==> src/rtl/riscv_pkg.sv <==
// Shared types for the RISC-V pipeline hazard controller.
package riscv_pkg;

    localparam int REG_ADDR_W = 5;

    typedef enum logic [1:0] {
        FWD_RF = 2'b00,
        FWD_W  = 2'b01,
        FWD_M  = 2'b10
    } fwd_sel_e;

    typedef enum logic [1:0] {
        RUN      = 2'b00,
        MEM_WAIT = 2'b01,
        ERR      = 2'b10
    } hz_state_e;

endpackage

==> src/rtl/riscv_fwd_unit.sv <==
// Forwarding select for one E-stage source operand.
module riscv_fwd_unit
    import riscv_pkg::*;
#(
    parameter int AW = 5
) (
    input  logic [AW-1:0] rs_i,
    input  logic [AW-1:0] rd_m_i,
    input  logic          reg_write_m_i,
    input  logic [AW-1:0] rd_w_i,
    input  logic          reg_write_w_i,
    output fwd_sel_e      sel_o
);

    logic rs_nz;
    logic hit_m;
    logic hit_w;

    assign rs_nz = |rs_i;
    assign hit_m = reg_write_m_i && (rd_m_i == rs_i) && rs_nz;
    assign hit_w = reg_write_w_i && (rd_w_i == rs_i) && rs_nz;

    // M holds the younger result, so it wins over W.
    always_comb begin
        sel_o = FWD_RF;
        priority case (1'b1)
            hit_m:   sel_o = FWD_M;
            hit_w:   sel_o = FWD_W;
            default: sel_o = FWD_RF;
        endcase
    end

endmodule

==> src/rtl/riscv_hazard_ctrl.sv <==
// Hazard controller: forwarding, load-use/branch control, memory wait FSM.
// Optional perf counters enabled with HAZ_PERF_CNT_EN.
module riscv_hazard_ctrl
    import riscv_pkg::*;
#(
    parameter int REG_ADDR_W  = riscv_pkg::REG_ADDR_W,
    parameter int MEM_TIMEOUT = 15,
    parameter int CNT_W       = 4
) (
    input  logic                  clk,
    input  logic                  reset,
    input  logic [REG_ADDR_W-1:0] Rs1D,
    input  logic [REG_ADDR_W-1:0] Rs2D,
    input  logic [REG_ADDR_W-1:0] Rs1E,
    input  logic [REG_ADDR_W-1:0] Rs2E,
    input  logic [REG_ADDR_W-1:0] RdE,
    input  logic                  ResultSrcE0,
    input  logic                  PCSrcE,
    input  logic [REG_ADDR_W-1:0] RdM,
    input  logic                  RegWriteM,
    input  logic [REG_ADDR_W-1:0] RdW,
    input  logic                  RegWriteW,
    input  logic                  MemReqM,
    input  logic                  MemReadyM,
    output logic [1:0]            ForwardAE,
    output logic [1:0]            ForwardBE,
    output logic                  StallF,
    output logic                  StallD,
    output logic                  StallE,
    output logic                  StallM,
    output logic                  FlushD,
    output logic                  FlushE,
    output logic                  FlushW,
`ifdef HAZ_PERF_CNT_EN
    output logic [31:0]           PerfMemStall,
    output logic [31:0]           PerfLoadUse,
    output logic [31:0]           PerfFlush,
`endif
    output logic                  MemErr
);

    localparam logic [CNT_W-1:0] CNT_ONE  = CNT_W'(1);
    localparam logic [CNT_W-1:0] CNT_LAST = CNT_W'(MEM_TIMEOUT - 1);

    hz_state_e        state_q, state_d;
    logic [CNT_W-1:0] cnt_q, cnt_d;
    logic             err_q;

    fwd_sel_e fwd_a;
    fwd_sel_e fwd_b;
    logic     lw_stall;
    logic     mem_stall;
    logic     mem_miss;
    logic     in_err;

    riscv_fwd_unit #(.AW(REG_ADDR_W)) u_fwd_a (
        .rs_i          (Rs1E),
        .rd_m_i        (RdM),
        .reg_write_m_i (RegWriteM),
        .rd_w_i        (RdW),
        .reg_write_w_i (RegWriteW),
        .sel_o         (fwd_a)
    );

    riscv_fwd_unit #(.AW(REG_ADDR_W)) u_fwd_b (
        .rs_i          (Rs2E),
        .rd_m_i        (RdM),
        .reg_write_m_i (RegWriteM),
        .rd_w_i        (RdW),
        .reg_write_w_i (RegWriteW),
        .sel_o         (fwd_b)
    );

    assign in_err    = (state_q == ERR);
    assign mem_miss  = MemReqM && !MemReadyM;
    assign mem_stall = in_err || mem_miss;
    assign lw_stall  = ResultSrcE0 && (|RdE) &&
                       ((Rs1D == RdE) || (Rs2D == RdE));

    always_comb begin
        state_d = state_q;
        cnt_d   = cnt_q;
        unique case (state_q)
            RUN: begin
                if (mem_miss) begin
                    state_d = MEM_WAIT;
                    cnt_d   = CNT_ONE;
                end
            end
            MEM_WAIT: begin
                if (MemReadyM || !MemReqM) begin
                    state_d = RUN;
                    cnt_d   = '0;
                end else if (cnt_q == CNT_LAST) begin
                    state_d = ERR;
                end else begin
                    cnt_d = cnt_q + CNT_ONE;
                end
            end
            ERR: begin
                state_d = ERR;
            end
            default: begin
                state_d = RUN;
                cnt_d   = '0;
            end
        endcase
    end

    always_ff @(posedge clk) begin
        if (reset) begin
            state_q <= RUN;
            cnt_q   <= '0;
            err_q   <= 1'b0;
        end else begin
            state_q <= state_d;
            cnt_q   <= cnt_d;
            err_q   <= (state_d == ERR);
        end
    end

    // Reset dominates so the pipeline fills with bubbles while held.
    always_comb begin
        StallF = 1'b0;
        StallD = 1'b0;
        StallE = 1'b0;
        StallM = 1'b0;
        FlushD = 1'b0;
        FlushE = 1'b0;
        FlushW = 1'b0;
        priority case (1'b1)
            reset: begin
                FlushD = 1'b1;
                FlushE = 1'b1;
                FlushW = 1'b1;
            end
            mem_stall: begin
                StallF = 1'b1;
                StallD = 1'b1;
                StallE = 1'b1;
                StallM = 1'b1;
                FlushW = 1'b1;
            end
            default: begin
                StallF = lw_stall;
                StallD = lw_stall;
                FlushE = lw_stall || PCSrcE;
                FlushD = PCSrcE;
            end
        endcase
    end

    assign ForwardAE = reset ? FWD_RF : fwd_a;
    assign ForwardBE = reset ? FWD_RF : fwd_b;
    assign MemErr    = err_q && !reset;

`ifdef HAZ_PERF_CNT_EN
    logic [31:0] perf_ms_q, perf_lu_q, perf_fl_q;

    always_ff @(posedge clk) begin
        if (reset) begin
            perf_ms_q <= '0;
            perf_lu_q <= '0;
            perf_fl_q <= '0;
        end else begin
            if (mem_stall)
                perf_ms_q <= perf_ms_q + 32'd1;
            if (lw_stall && !mem_stall)
                perf_lu_q <= perf_lu_q + 32'd1;
            if (PCSrcE && !mem_stall)
                perf_fl_q <= perf_fl_q + 32'd1;
        end
    end

    assign PerfMemStall = perf_ms_q;
    assign PerfLoadUse  = perf_lu_q;
    assign PerfFlush    = perf_fl_q;
`endif

endmodule
==> config.mk <==
export PLATFORM = sky130hd
export DESIGN_NAME = riscv_hazard_ctrl
export DESIGN_NICKNAME = d
export VERILOG_FILES = /design/src/rtl/riscv_pkg.sv /design/src/rtl/riscv_fwd_unit.sv /design/src/rtl/riscv_hazard_ctrl.sv
export SDC_FILE = /design/constraint.sdc
export NUM_CORES = 1
export LEC_CHECK = 0
export CAP_MARGIN = 20
export CORE_MARGIN = 10
export CORE_UTILIZATION = 40
export DETAILED_ROUTE_END_ITERATION = 7
export DONT_BUFFER_PORTS = 1
export HOLD_SLACK_MARGIN = 0.15
export SYNTH_ARGS = -nofsm -noshare
export SYNTH_HDL_FRONTEND = slang
export SYNTH_HIERARCHICAL = 1
export SYNTH_SLANG_ARGS = --single-unit
==> constraint.sdc <==
create_clock -name clk -period 1.47 [get_ports clk]
set_input_delay 0.2205 -clock clk [delete_from_list [all_inputs] [get_ports clk]]
set_output_delay 0.2205 -clock clk [all_outputs]
set_load 0.05 [all_outputs]
==> reports/summary.txt, run 1 <==
Slew headroom: 65.7%
Vias/cell: 5.60
Clk pin slew, worst setup/hold paths: 0.05 ns
Max Clk Rate: 619 MHz
Slew @ Worst Pin: 0.514 ns
CP Cell Sequence: nand2b_4, a21boi_4, a21o_4, o21bai_4, buf_12
Max clock buf depth: 2
First-pass GRT wire length: 4470 um
Crit path buffers/inverters: 1
Diodes inserted: 0
M1 GR Usage: 12.8%
Final worst slack: -0.145 ns
Failing checks: setup timing
DRC Markers: 0
Switching power total: 0.204 mW
Top delay family on crit path: compound AO/OA/AOI/OAI gates
Total global-route track usage: 12.6%
Worst Skew: 0.00423 ns
Synth cell types: 36
Syn nets: 155
Cell with the most instances after synthesis: xor2_1
Synth Register Bits: 7
P_int: 0.431 mW
Final period utilization: 110%
Drt first pass iters: 3
Cell Pwr Density: 471 mW/mm^2
Ys flop type: dfxtp_1
Most used routing layer in global routing: met2
Register share of total power: 30.6%
Design Power: 0.635 mW
Outcome: complete, but fails checks
DP HPWL: 2360 um
Drt total wl: 2990 um
CP max FO: 3
Max-cap violations: 0
CP max stage cell: dfxtp_4
Clock share of power: 27.0%
Pins Over Slew Limit: 0
Maximum vdd drop: 0.000476 V
Worst skew pair latency: 0.25 ns
Vias: 862
Post-synth top area share: 17.8%
Port bufs: 0
Net Sw Frac: 32.1%
Post-synthesis area per instance: 8.03 sq um
Post-synth EDFFs: 0
Critical Path AT: 1.39 ns
Inserted Clock Buffers: 3
Reg area: 145 sq um
Syn Std Cell Area: 883 sq um
# setup viols final: 10
H-tree levels: 1
Syn-to-layout area delta: 52.5%
Hold crit path type: in2reg
Fillers: 170
Clock sink total: 7
Crit Path Class: reg2out
Antenna-violating nets left: 0
Area of the multi-input gates: 896 sq um
Post-synth ARST share: 0%
Number of global-route vias before repair: 905
Commonest cells in the synthesized netlist: xor2_1 (18), xnor2_1 (12), nor2_1 (10), dfxtp_1 (7)
Setup TNS: -0.916 ns
Largest cells by area after synthesis: xor2_1 (18%), dfxtp_1 (16%), xnor2_1 (12%)
I/O pin total: 55
Antenna violations before repair: 0
Final core occ: 66.6%
Final nets: 173
Largest net degree at the start of global routing: 12
Root Driver: clkbuf_4
Die ar.: 0.00449 sq mm
CP Capture Type: output port
WP data required: 1.25 ns
Period minus WS final: 1.62 ns
Core Area: 0.00202 sq mm
Met3 Use GR: 4.35%
Gpl congestion: 0.794
Initial Util: 43.7%
Area leader, netlist: xor2_1
Die Height: 67.0 um
Register area share after synthesis: 15.9%
TritonCTS clock tree: done
Site row count: 16
Iteration-0 DRC Markers: 24
Count of final hold-check violations: 0
Synth warnings: 6
Tightest hold margin: 0.180 ns
Die X: 67.0 um
Grt total ovfl: 0
RSZ-0062 raised after global routing: yes
Layout cells sized above 1: 37.8%
Syn Inst Count: 110
DR WL/cell: 19.4 um
Crit start category: flip-flop
Met2 Use GR: 23.6%
Leakage: 0.468 nW
Combinational share of power: 42.5%
Max incr delay on CP: 0.33 ns
## worst reg2reg max path: stages (launching register included)
cell	delay, ns
dfxtp_1	0.34
inv_1	0.05
ha_1	0.22
and3_1	0.22
or3_1	0.35
a21oi_1	0.12
## flip-flops by register name, summed over array words and instances, names as in the netlist
| name | cells |
|---|---|
| cnt_q | 4 |
| state_q | 2 |
| err_q | 1 |
## power groups by stage
stage / logic [mW] / clock network, mW / registers (mW)
floorplan: 0.175 / 0 / 0.200
global placement: 0.215 / 0 / 0.198
detailed placement: 0.220 / 0 / 0.198
CTS: 0.236 / 0.179 / 0.194
global route: 0.286 / 0.198 / 0.194
finish: 0.270 / 0.171 / 0.194
## cells in the final DEF, fill, tap and decap left out, types with 3 or more instances in the layout
cell type,n
a21oi_1,4
buf_12,6
buf_4,7
buf_8,3
clkbuf_4,3
dfxtp_1,5
nor2_1,7
nor2_4,3
nor2b_4,4
o21ai_0,3
o21ai_1,3
or4_4,3
xnor2_1,11
xor2_1,14
xor2_2,4
## layout make-up
class	instances	share of cell area (%)
Clock buffer	4	1.95
Sequential cell	7	10.8
Multi-Input combinational cell	96	66.5
Inverter	2	0.557
Tap cell	27	2.51
Timing Repair Buffer	18	17.7
## repair_timing
| action | in CTS | in global routing |
|---|---|---|
| hold buffers | 1 | 0 |
| endpoints found under the setup margin | 11 | 11 |
| resized for setup | 12 | 16 |
| buffers inserted | 0 | 3 |
| pin swaps | 6 | 6 |
| endpoints found under the hold margin | 7 | 0 |
## worst paths after layout
path | from | end | slack, ns | cells after the start
max | state_q[0]$_SDFF_PP0_ | FlushE | -0.15 | 5
min | MemReadyM | state_q[0]$_SDFF_PP0_ | 0.18 | 2
max reg2reg | cnt_q[0]$_SDFFE_PP0P_ | cnt_q[1]$_SDFFE_PP0P_ | 0.11 | 5
min reg2reg | cnt_q[3]$_SDFFE_PP0P_ | cnt_q[3]$_SDFFE_PP0P_ | 0.52 | 2
## per-stage QoR
| step | setup WS (ns) | cell area, sq um | std cells |
|---|---|---|---|
| global route | -0.200 | 1350 | 154 |
| finish | -0.145 | 1350 | 154 |
| global placement | -0.0866 | 1150 | 146 |
| floorplan | -0.109 | 980 | 110 |
| detailed placement | -0.131 | 1150 | 146 |
| CTS | -0.160 | 1230 | 151 |
## cells by family (layout without fill, tap and decap cells)
family | after synthesis | count (layout) | synth area share, %
AO/OA/AOI/OAI | 22 | 22 | 16.6
adder cells (fa/ha/maj) | 2 | 2 | 2.83
XOR/XNOR | 30 | 30 | 29.7
flip-flops | 7 | 7 | 15.9
AND/OR/NAND/NOR | 42 | 42 | 29.9
buffers and inverters | 7 | 24 | 5.10
## per-layer routing
layer / vias up / share of wire (%)
met4: 0 / 0.27
li1: 419 / -
met2: 32 / 57
met3: 2 / 7.8
met1: 409 / 35
met5: - / 0
Power figures use the tool's default switching activity.
==> run 2, diff against run 1 <==
Settings changed: MAX_ROUTING_LAYER set to met4.
==> run 2 against run 1 <==
Effect of this change:
- the run still ends with setup timing left
- first-iteration DRC count fell by 8.3%
- setup slack stayed put
- sequential power about the same
- largest cell class unchanged
- clock power barely moved
- sequential cell count stayed put
- non-clock buffer count stayed put
- combinational power hardly changed
- register-to-register slack about the same
- hold slack unchanged
- sequential share of layout area stayed put
- highest routed layer unchanged
- clock skew unchanged
==> reports/summary.txt, run 2 (synthesized netlist as in run 1, its figures left out) <==
Vias: 864
Max clock buf depth: 2
Vias/cell: 5.61
Die Height: 67.0 um
Total global-route track usage: 12.9%
Leakage: 0.468 nW
Setup slack at placement: -0.131 ns
Max FFs per register: 4
Site row count: 16
DR WL/cell: 19.4 um
Final nets: 173
Reg with most FFs: cnt_q
RSZ-0062 raised after global routing: yes
Root Driver: clkbuf_4
Clock sink total: 7
Outcome: complete, but fails checks
Syn-to-layout area delta: 52.5%
Count of final hold-check violations: 0
Port bufs: 0
Final period utilization: 110%
Crit Path Class: reg2out
Worst skew pair latency: 0.25 ns
Die X: 67.0 um
Drt first pass iters: 3
Die ar.: 0.00449 sq mm
Max Clk Rate: 619 MHz
Worst Setup SP: state_q[0]$_SDFF_PP0_
Clk pin slew, worst setup/hold paths: 0.05 ns
CP Capture Type: output port
Largest regs: cnt_q x4, state_q x2, err_q x1
# setup viols final: 10
Hold path depth: 2
DRC Markers: 0
TritonCTS clock tree: done
Period minus WS final: 1.62 ns
Cell count of the worst reg-to-reg path: 5
Most common cell after layout, fill and taps aside: xor2_1
I/O pin total: 55
H-tree levels: 1
R2R Path Start: cnt_q[0]$_SDFFE_PP0P_
Layout cells sized above 1: 37.8%
Largest net degree at the start of global routing: 12
Maximum vdd drop: 0.000476 V
CP max FO: 3
Final worst slack: -0.145 ns
Cell Pwr Density: 471 mW/mm^2
Iteration-0 DRC Markers: 22
Antenna-violating nets left: 0
Grt total ovfl: 0
DP HPWL: 2360 um
Failing checks: setup timing
R2r setup slk: 0.11 ns
Crit start category: flip-flop
Highest-count cells in the layout ignoring fill and taps: xor2_1 (14), xnor2_1 (11), nor2_1 (7), buf_4 (7), buf_12 (6)
Setup TNS: -0.912 ns
Antenna violations before repair: 0
Number of global-route vias before repair: 905
WP data required: 1.25 ns
First-pass GRT wire length: 4470 um
Worst setup path end: FlushE
Pins Over Slew Limit: 0
Slew headroom: 65.7%
Critical Path AT: 1.39 ns
Core Area: 0.00202 sq mm
Inserted Clock Buffers: 3
Max-cap violations: 0
Final core occ: 66.6%
Gpl congestion: 0.805
Drt total wl: 2990 um
Slew @ Worst Pin: 0.514 ns
Initial Util: 43.7%
Diodes inserted: 0
Worst Skew: 0.00423 ns
R2R Path End: cnt_q[1]$_SDFFE_PP0P_
Hold crit path type: in2reg
run 2: cell counts in the layout (fill, tap and decap cells not counted):
Identical to the previous run, type by type.
run 2: repair_timing:
action / in CTS / in global routing
pin swaps: 6 / 6
hold endpoints to repair: 7 / 0
endpoints found under the setup margin: 11 / 11
hold buffers: 1 / 0
gates cloned: 0 / 0
resized for setup: 12 / 16
buffers inserted: 0 / 3
run 2: worst min-delay path by stage:
stage / from / end / slack (ns)
after global placement: reset / cnt_q[2]$_SDFFE_PP0P_ / 0.30
after floorplan: MemReadyM / state_q[0]$_SDFF_PP0_ / 0.40
after CTS: MemReadyM / state_q[0]$_SDFF_PP0_ / 0.17
after global routing: MemReadyM / state_q[0]$_SDFF_PP0_ / 0.18
final: MemReadyM / state_q[0]$_SDFF_PP0_ / 0.18
after detailed placement: reset / cnt_q[1]$_SDFFE_PP0P_ / 0.30
run 2: power by group:
part / internal (mW) / switching, mW / total [mW]
registers: 0.192 / 0.00185 / 0.194
clock network: 0.103 / 0.0678 / 0.171
logic: 0.136 / 0.134 / 0.270
total: 0.431 / 0.204 / 0.635
run 2: worst max-delay path, stage by stage, from the launching register on:
cell and delay, ns:
dfxtp_4 0.33, nand2b_4 0.13, a21boi_4 0.15, a21o_4 0.20, o21bai_4 0.17, buf_12 0.16
run 2: cell type report:
class / instances / area, sq um
flip-flops and latches: 7 / 145
fillers: 170 / 674
multi-input cells: 96 / 896
clock buffers: 4 / 26.3
inverters: 2 / 7.51
well taps: 27 / 33.8
repair buffers: 18 / 239
run 2: per-layer routing:
layer / up-vias / GRT usage (%) / part of all wire [%]
met1: 408 / 12.8 / 35
met2: 33 / 23.6 / 56
met3: 4 / 4.35 / 7.8
met5: - / - / 0
met4: 0 / 3.33 / 0.84
li1: 419 / - / -
run 2: through the flow:
step           hold WS (ns)  cells  power [mW]  area, sq um
4_1_cts               0.170    151       0.609         1230
3_3_place_gp          0.296    146       0.413         1150
5_1_grt               0.180    154       0.677         1350
3_5_place_dp          0.298    146       0.418         1150
2_1_floorplan         0.404    110       0.375          980
6_report              0.180    154       0.635         1350
==> run 3, diff against run 2 <==
Settings changed: CTS_CLUSTER_SIZE set to 10.
==> results of run 3 <==
No change in the layout: final DEF, timing and power equal those of run 2.
